--- config.mk ---
export PLATFORM = sky130hd
export DESIGN_NAME = rr_mutex_arbiter
export DESIGN_NICKNAME = d
export VERILOG_FILES = /design/src/rtl/rr_mutex_arbiter.sv
export SDC_FILE = /design/constraint.sdc
export NUM_CORES = 1
export LEC_CHECK = 0
export CAP_MARGIN = 20
export CORE_MARGIN = 4
export CORE_UTILIZATION = 25
export CTS_BUF_LIST = sky130_fd_sc_hd__clkbuf_4
export DETAILED_ROUTE_END_ITERATION = 8
export GPL_TIMING_DRIVEN = 0
export MAX_ROUTING_LAYER = met4
export SYNTH_ARGS = -nofsm -noshare
export SYNTH_HDL_FRONTEND = slang
export SYNTH_SLANG_ARGS = --single-unit
--- constraint.sdc ---
create_clock -name clk -period 4.3 [get_ports clk]
set_input_delay 0.645 -clock clk [delete_from_list [all_inputs] [get_ports clk]]
set_output_delay 0.645 -clock clk [all_outputs]
set_load 0.03 [all_outputs]
--- src/rtl/rr_mutex_arbiter.sv ---
// rr_mutex_arbiter
//   Clocked round-robin arbiter granting one shared resource to at most one of
//   N requesters at a time. A grant is held while the owner keeps its request
//   high, up to MAX_HOLD cycles (0 = unlimited). Every change of owner passes
//   through at least one all-zero grant cycle (RELEASE), even when the same
//   index is granted again.
//
// Ports
//   clk      in   rising-edge clock
//   rst_n    in   asynchronous active-low reset
//   req      in   [N]    level-sensitive request vector
//   gnt      out  [N]    one-hot grant, zero when the resource is free
//   gnt_id   out  [IDW]  index of the current owner, 0 when gnt is zero
//   busy     out         high while any grant bit is high
//   timeout  out         one-cycle pulse in the RELEASE cycle of a forced release
module rr_mutex_arbiter #(
  parameter int N        = 4,
  parameter int MAX_HOLD = 8,
  parameter int IDW      = $clog2(N)
) (
  input  logic           clk,
  input  logic           rst_n,
  input  logic [N-1:0]   req,
  output logic [N-1:0]   gnt,
  output logic [IDW-1:0] gnt_id,
  output logic           busy,
  output logic           timeout
);

  if (N < 2 || N > 16) begin : g_bad_n
    $error("rr_mutex_arbiter: N must lie in 2..16");
  end

  // A zero-width counter is not legal, so keep one bit when the limit is off.
  localparam int CW = (MAX_HOLD > 0) ? $clog2(MAX_HOLD + 1) : 1;
  localparam logic [CW-1:0] CNT_LAST = CW'((MAX_HOLD > 0) ? (MAX_HOLD - 1) : 0);

  typedef enum logic [1:0] {
    ST_IDLE    = 2'd0,
    ST_GRANT   = 2'd1,
    ST_RELEASE = 2'd2
  } state_e;

  state_e         state_q, state_d;
  logic [IDW-1:0] ptr_q, ptr_d;
  logic [CW-1:0]  cnt_q, cnt_d;
  logic [N-1:0]   gnt_q, gnt_d;
  logic [IDW-1:0] gnt_id_q, gnt_id_d;
  logic           busy_q, busy_d;
  logic           timeout_q, timeout_d;

  // Circular first-set search starting at ptr. The position is kept one bit
  // wider than an index so ptr+k can be folded back below N for any N.
  logic           found;
  logic [IDW-1:0] sel;
  logic [IDW:0]   pos;

  always_comb begin
    found = 1'b0;
    sel   = '0;
    pos   = '0;
    for (int k = 0; k < N; k++) begin
      pos = {1'b0, ptr_q} + (IDW+1)'(k);
      if (pos >= (IDW+1)'(N)) pos = pos - (IDW+1)'(N);
      if (!found && req[pos[IDW-1:0]]) begin
        found = 1'b1;
        sel   = pos[IDW-1:0];
      end
    end
  end

  logic leave;

  always_comb begin
    state_d   = state_q;
    ptr_d     = ptr_q;
    cnt_d     = cnt_q;
    gnt_d     = gnt_q;
    gnt_id_d  = gnt_id_q;
    busy_d    = busy_q;
    timeout_d = 1'b0;
    leave     = 1'b0;
    case (state_q)
      ST_IDLE: begin
        if (found) begin
          state_d      = ST_GRANT;
          gnt_d        = '0;
          gnt_d[sel]   = 1'b1;
          gnt_id_d     = sel;
          busy_d       = 1'b1;
          cnt_d        = '0;
        end
      end
      ST_GRANT: begin
        // A dropped request wins over the hold limit, so a drop on the last
        // allowed cycle is a normal release without a timeout pulse.
        if (!req[gnt_id_q]) begin
          leave = 1'b1;
        end else if (MAX_HOLD != 0 && cnt_q == CNT_LAST) begin
          leave     = 1'b1;
          timeout_d = 1'b1;
        end else begin
          cnt_d = cnt_q + CW'(1);
        end
        if (leave) begin
          state_d  = ST_RELEASE;
          gnt_d    = '0;
          gnt_id_d = '0;
          busy_d   = 1'b0;
          cnt_d    = '0;
          // The owner index is cleared from gnt_id here, so the pointer is
          // advanced now while the owner is still known.
          ptr_d    = (gnt_id_q == IDW'(N - 1)) ? '0 : gnt_id_q + IDW'(1);
        end
      end
      ST_RELEASE: begin
        state_d = ST_IDLE;
      end
      default: begin
        state_d  = ST_IDLE;
        gnt_d    = '0;
        gnt_id_d = '0;
        busy_d   = 1'b0;
        cnt_d    = '0;
      end
    endcase
  end

  always_ff @(posedge clk or negedge rst_n) begin
    if (!rst_n) begin
      state_q   <= ST_IDLE;
      ptr_q     <= '0;
      cnt_q     <= '0;
      gnt_q     <= '0;
      gnt_id_q  <= '0;
      busy_q    <= 1'b0;
      timeout_q <= 1'b0;
    end else begin
      state_q   <= state_d;
      ptr_q     <= ptr_d;
      cnt_q     <= cnt_d;
      gnt_q     <= gnt_d;
      gnt_id_q  <= gnt_id_d;
      busy_q    <= busy_d;
      timeout_q <= timeout_d;
    end
  end

  assign gnt     = gnt_q;
  assign gnt_id  = gnt_id_q;
  assign busy    = busy_q;
  assign timeout = timeout_q;

endmodule

==> results of run 1 <==
==> cells by family after synthesis <==
| logic type | count (synthesis) |
|---|---|
| and+or+nand+nor | 26 |
| adders and majority gates | 2 |
| AOI/OAI and AO/OA | 20 |
| DFF | 16 |
| buffers and inverters | 2 |
| muxes | 4 |
| xor gates and xnor gates | 1 |
==> power groups by stage <==
| stage | Sequential (uW) | Clock, uW | Combinational (uW) |
|---|---|---|---|
| 2_1_floorplan | 298 | 0 | 178 |
| 3_3_place_gp | 250 | 0 | 331 |
| 3_5_place_dp | 253 | 0 | 336 |
| 4_1_cts | 251 | 86.6 | 338 |
| 5_1_grt | 258 | 92.5 | 368 |
| 6_report | 250 | 84.7 | 337 |
==> sequential cells by signal (all words and copies together), names as in the netlist <==
signal	count
busy	1
ptr_q	2
timeout	1
gnt_id	2
state_q	2
gnt	4
cnt_q	4
==> worst paths after layout <==
check | start | endpoint | slack [ps] | depth (start not counted)
setup / recovery | req[3] | gnt[3]$_DFFE_PN0P_ | 2060 | 5
hold / removal | gnt[2]$_DFFE_PN0P_ | gnt[2]$_DFFE_PN0P_ | 510 | 1
setup reg to reg | gnt_id[0]$_DFFE_PN0P_ | gnt[3]$_DFFE_PN0P_ | 2460 | 4
hold reg to reg | gnt[2]$_DFFE_PN0P_ | gnt[2]$_DFFE_PN0P_ | 510 | 1
max in group asynchronous | rst_n | cnt_q[1]$_DFFE_PN0P_ | 3070 | 1
min in group asynchronous | rst_n | state_q[1]$_DFFE_PN0P_ | 770 | 1
==> metrics by stage <==
stage	setup slack, ps	util	std cells	cell area, sq um	hold slack, ps
2_1_floorplan	2440	-	71	805	349
3_3_place_gp	1800	0.322	128	990	479
3_5_place_dp	1760	0.322	128	990	479
4_1_cts	2080	0.330	132	1020	516
5_1_grt	1920	0.330	132	1020	530
6_report	2060	0.330	132	1020	508
==> metal layers <==
| layer | track usage | up-vias | wire length (microns) | share of wire |
|---|---|---|---|---|
| li1 | - | 304 | - | - |
| met1 | 0.118 | 298 | 863 | 0.48 |
| met2 | 0.135 | 12 | 810 | 0.45 |
| met3 | 0.0433 | 2 | 98 | 0.055 |
| met4 | 0.0158 | 0 | 8 | 0.0045 |
| met5 | - | - | 0 | 0 |
==> layout make-up <==
type | count | area [sq um]
Sequential cell | 16 | 400
Inverter | 1 | 3.75
Tap cell | 44 | 55.1
Multi-Input combinational cell | 53 | 397
Fill cell | 333 | 2060
Clock inverter | 1 | 3.75
Clock buffer | 3 | 22.5
Buffer | 1 | 3.75
Timing Repair Buffer | 13 | 130
==> worst max-delay path, stage by stage <==
cell and delay [ps]:
clkdlybuf4s50_1 520, mux4_2 550, nand3b_1 250, a21oi_1 200
a32o_1 260
==> cell usage in the layout (no fill, tap or decap) <==
cell,instances
a211oi_2,1
a21boi_0,1
a21oi_1,2
a22o_1,2
a22oi_1,1
a311o_1,1
a32o_1,3
and2b_2,1
clkbuf_1,1
clkbuf_4,3
clkdlybuf4s50_1,13
clkinv_1,1
dfrtp_1,16
ha_1,2
inv_1,1
mux2_2,3
mux4_2,1
nand2_1,6
nand3_1,1
nand3b_1,2
nor2_1,6
nor2b_1,3
nor3_1,2
nor3_2,1
nor4_1,2
o211a_1,1
o211ai_1,1
o21ai_0,1
o21bai_1,1
o22ai_1,1
o2bb2ai_1,1
o311ai_0,1
o31a_2,1
o31ai_1,1
or2b_2,1
or3_1,1
xor2_1,1
==> metrics.md, run 1 <==
| Metric | Value |
|---|---|
| Post-layout power | 672 uW |
| Diodes inserted | 0 |
| Clk sinks | 16 |
| 1st-pass router iterations | 4 |
| Placeable Area | a little over 3000 sq um |
| Sw frac | 0.428 |
| Post-CTS repair timing setup buffer count | 0 |
| First-pass GRT wire length | just under 3000 microns |
| #FFs+latches synth | 16 |
| Die Footprint | about 4200 sq um |
| Fraction of the mapped netlist area in simple logic gates | 0.174 |
| Antenna violations before repair | 0 |
| Vias in the first global route | 617 |
| Worst-Margin Slew | just over 700 ps |
| Top cell type's share of synthesized area | 0.498 |
| Crit-path max FO | 7 |
| Initial DRC Count | 30 |
| Drt wl/cell | ~13 microns |
| Relative slew slack | 0.518 |
| Worst min path class | reg2reg |
| H-tree levels | 1 |
| Placer Congestion | a little under 0.8 |
| Final period util | 0.521 |
| Clk_lat worst skew | just under 300 ps |
| Max Clock Skew | 3.93 ps |
| Unrepaired setup endpoints after global routing | no |
| Top FF cell, synth | dfrtp_1 |
| Post-CTS Resized | 0 |
| Post-synthesis compound-gate area fraction | 0.207 |
| Required @ worst endpoint | roughly 4500 ps |
| Mean Syn Cell Area | roughly 11 sq um |
| Status | complete, no violations |
| Max IR drop VDD | 0.208 mV |
| Post-DP HPWL | between 1000 and 1500 microns |
| Synth cell count leaders | 16 x dfrtp_1, 6 x nand2_1, 6 x nor2_1 |
| Seq pwr share | 0.372 |
| Clock slew at reported path FFs | approximately 90 ps |
| Via density | around 4.7 |
| Xor/xnor share of the synthesized area | 0.0109 |
| Largest area contributor in the synthesized netlist | dfrtp_1 |
| CTS Hold Bufs | 0 |
| Sequential share of the synthesized area | 0.498 |
| DRC | 0 |
| Post-synth net total | between 70 and 80 |
| Die width | ~65 microns |
| Layout cell share with drive strength beyond 1 | 0.136 |
| P_int | between 300 and 400 uW |
| CTS tree | yes |
| Clock buffer depth | 2 |
| Clock network fraction of total power | 0.126 |
| Crit path time final | around 2200 ps |
| WS Path Type | in2reg |
| Synth Area in Adders | 0.0311 |
| DIE HEIGHT | 64.7 microns |
| Area growth syn-to-layout | 26.3% |
| Ys async rst share | 1.00 |
| Leak Pwr | around 0.00042 uW |
| Synth area leaders | dfrtp_1 50%, mux2_2 4.2%, a32o_1 3.7%, ha_1 3.1%, mux4_2 2.8% |
| Startpoint Class | input pin |
| Global-route usage over all layers | 0.0925 |
| Final Max Tran Viols | 0 |
| EDFF count, synth | 0 |
| Fin nets | a little under 100 |
| Arrival time of the worst setup path | about 2400 ps |
| Max-Cap Viols | 0 |
| Mapped cell area | 805 sq um |
| Largest family of logic cells by synthesized area | compound AO/OA/AOI/OAI gates |
| Total CTS buffers | 3 |
| IO Port Bufs | 13 |
| Final wirelength | around 1800 microns |
| Top-count cell post-synth | dfrtp_1 |
| Mux contribution to synthesized area | 0.0700 |
| Initial core utilization | 0.261 |
| Yosys cell types | 34 |
| Via Count | ~620 |
| Synth Warn # | 0 |
| Setup TNS | 0 ps |
| Final hold vios | 0 |
| Clk root buf | clkbuf_4 |
| Crit end category | register |
| Switching pwr | around 290 uW |
| Count of final setup violators | 0 |
| # IOs | 14 |
| GRT overflow | 0 |
| Mapped Cells | 71 |
| Combinational share of power | 0.501 |
| Largest net degree at the start of global routing | 17 |
| Max Fclk | 0.447 GHz |
| Power Dens Cells | between 600 and 700 nW/um^2 |
| Cell Rows | 20 |
| Post-route ant nets | 0 |
Power figures use the tool's default switching activity.
==> inputs of run 2 (changes only) <==
- clock period: 4.3 -> 2.11 ns (I/O delays scaled with it)
==> results of run 2 <==
The final DEF is identical to that of run 1. Status: complete, no violations.
Main changes from that run: setup slack after placement 1760 ps -> -99.9 ps; clock-pin slew on the worst setup and hold paths 90 ps -> 100 ps; setup slack after layout 2060 ps -> 200 ps; hold slack 508 ps -> 444 ps; register-to-register setup slack 2460 ps -> 270 ps; total power 672 uW -> 1370 uW; worst IR drop on VDD 0.208 mV -> 0.424 mV
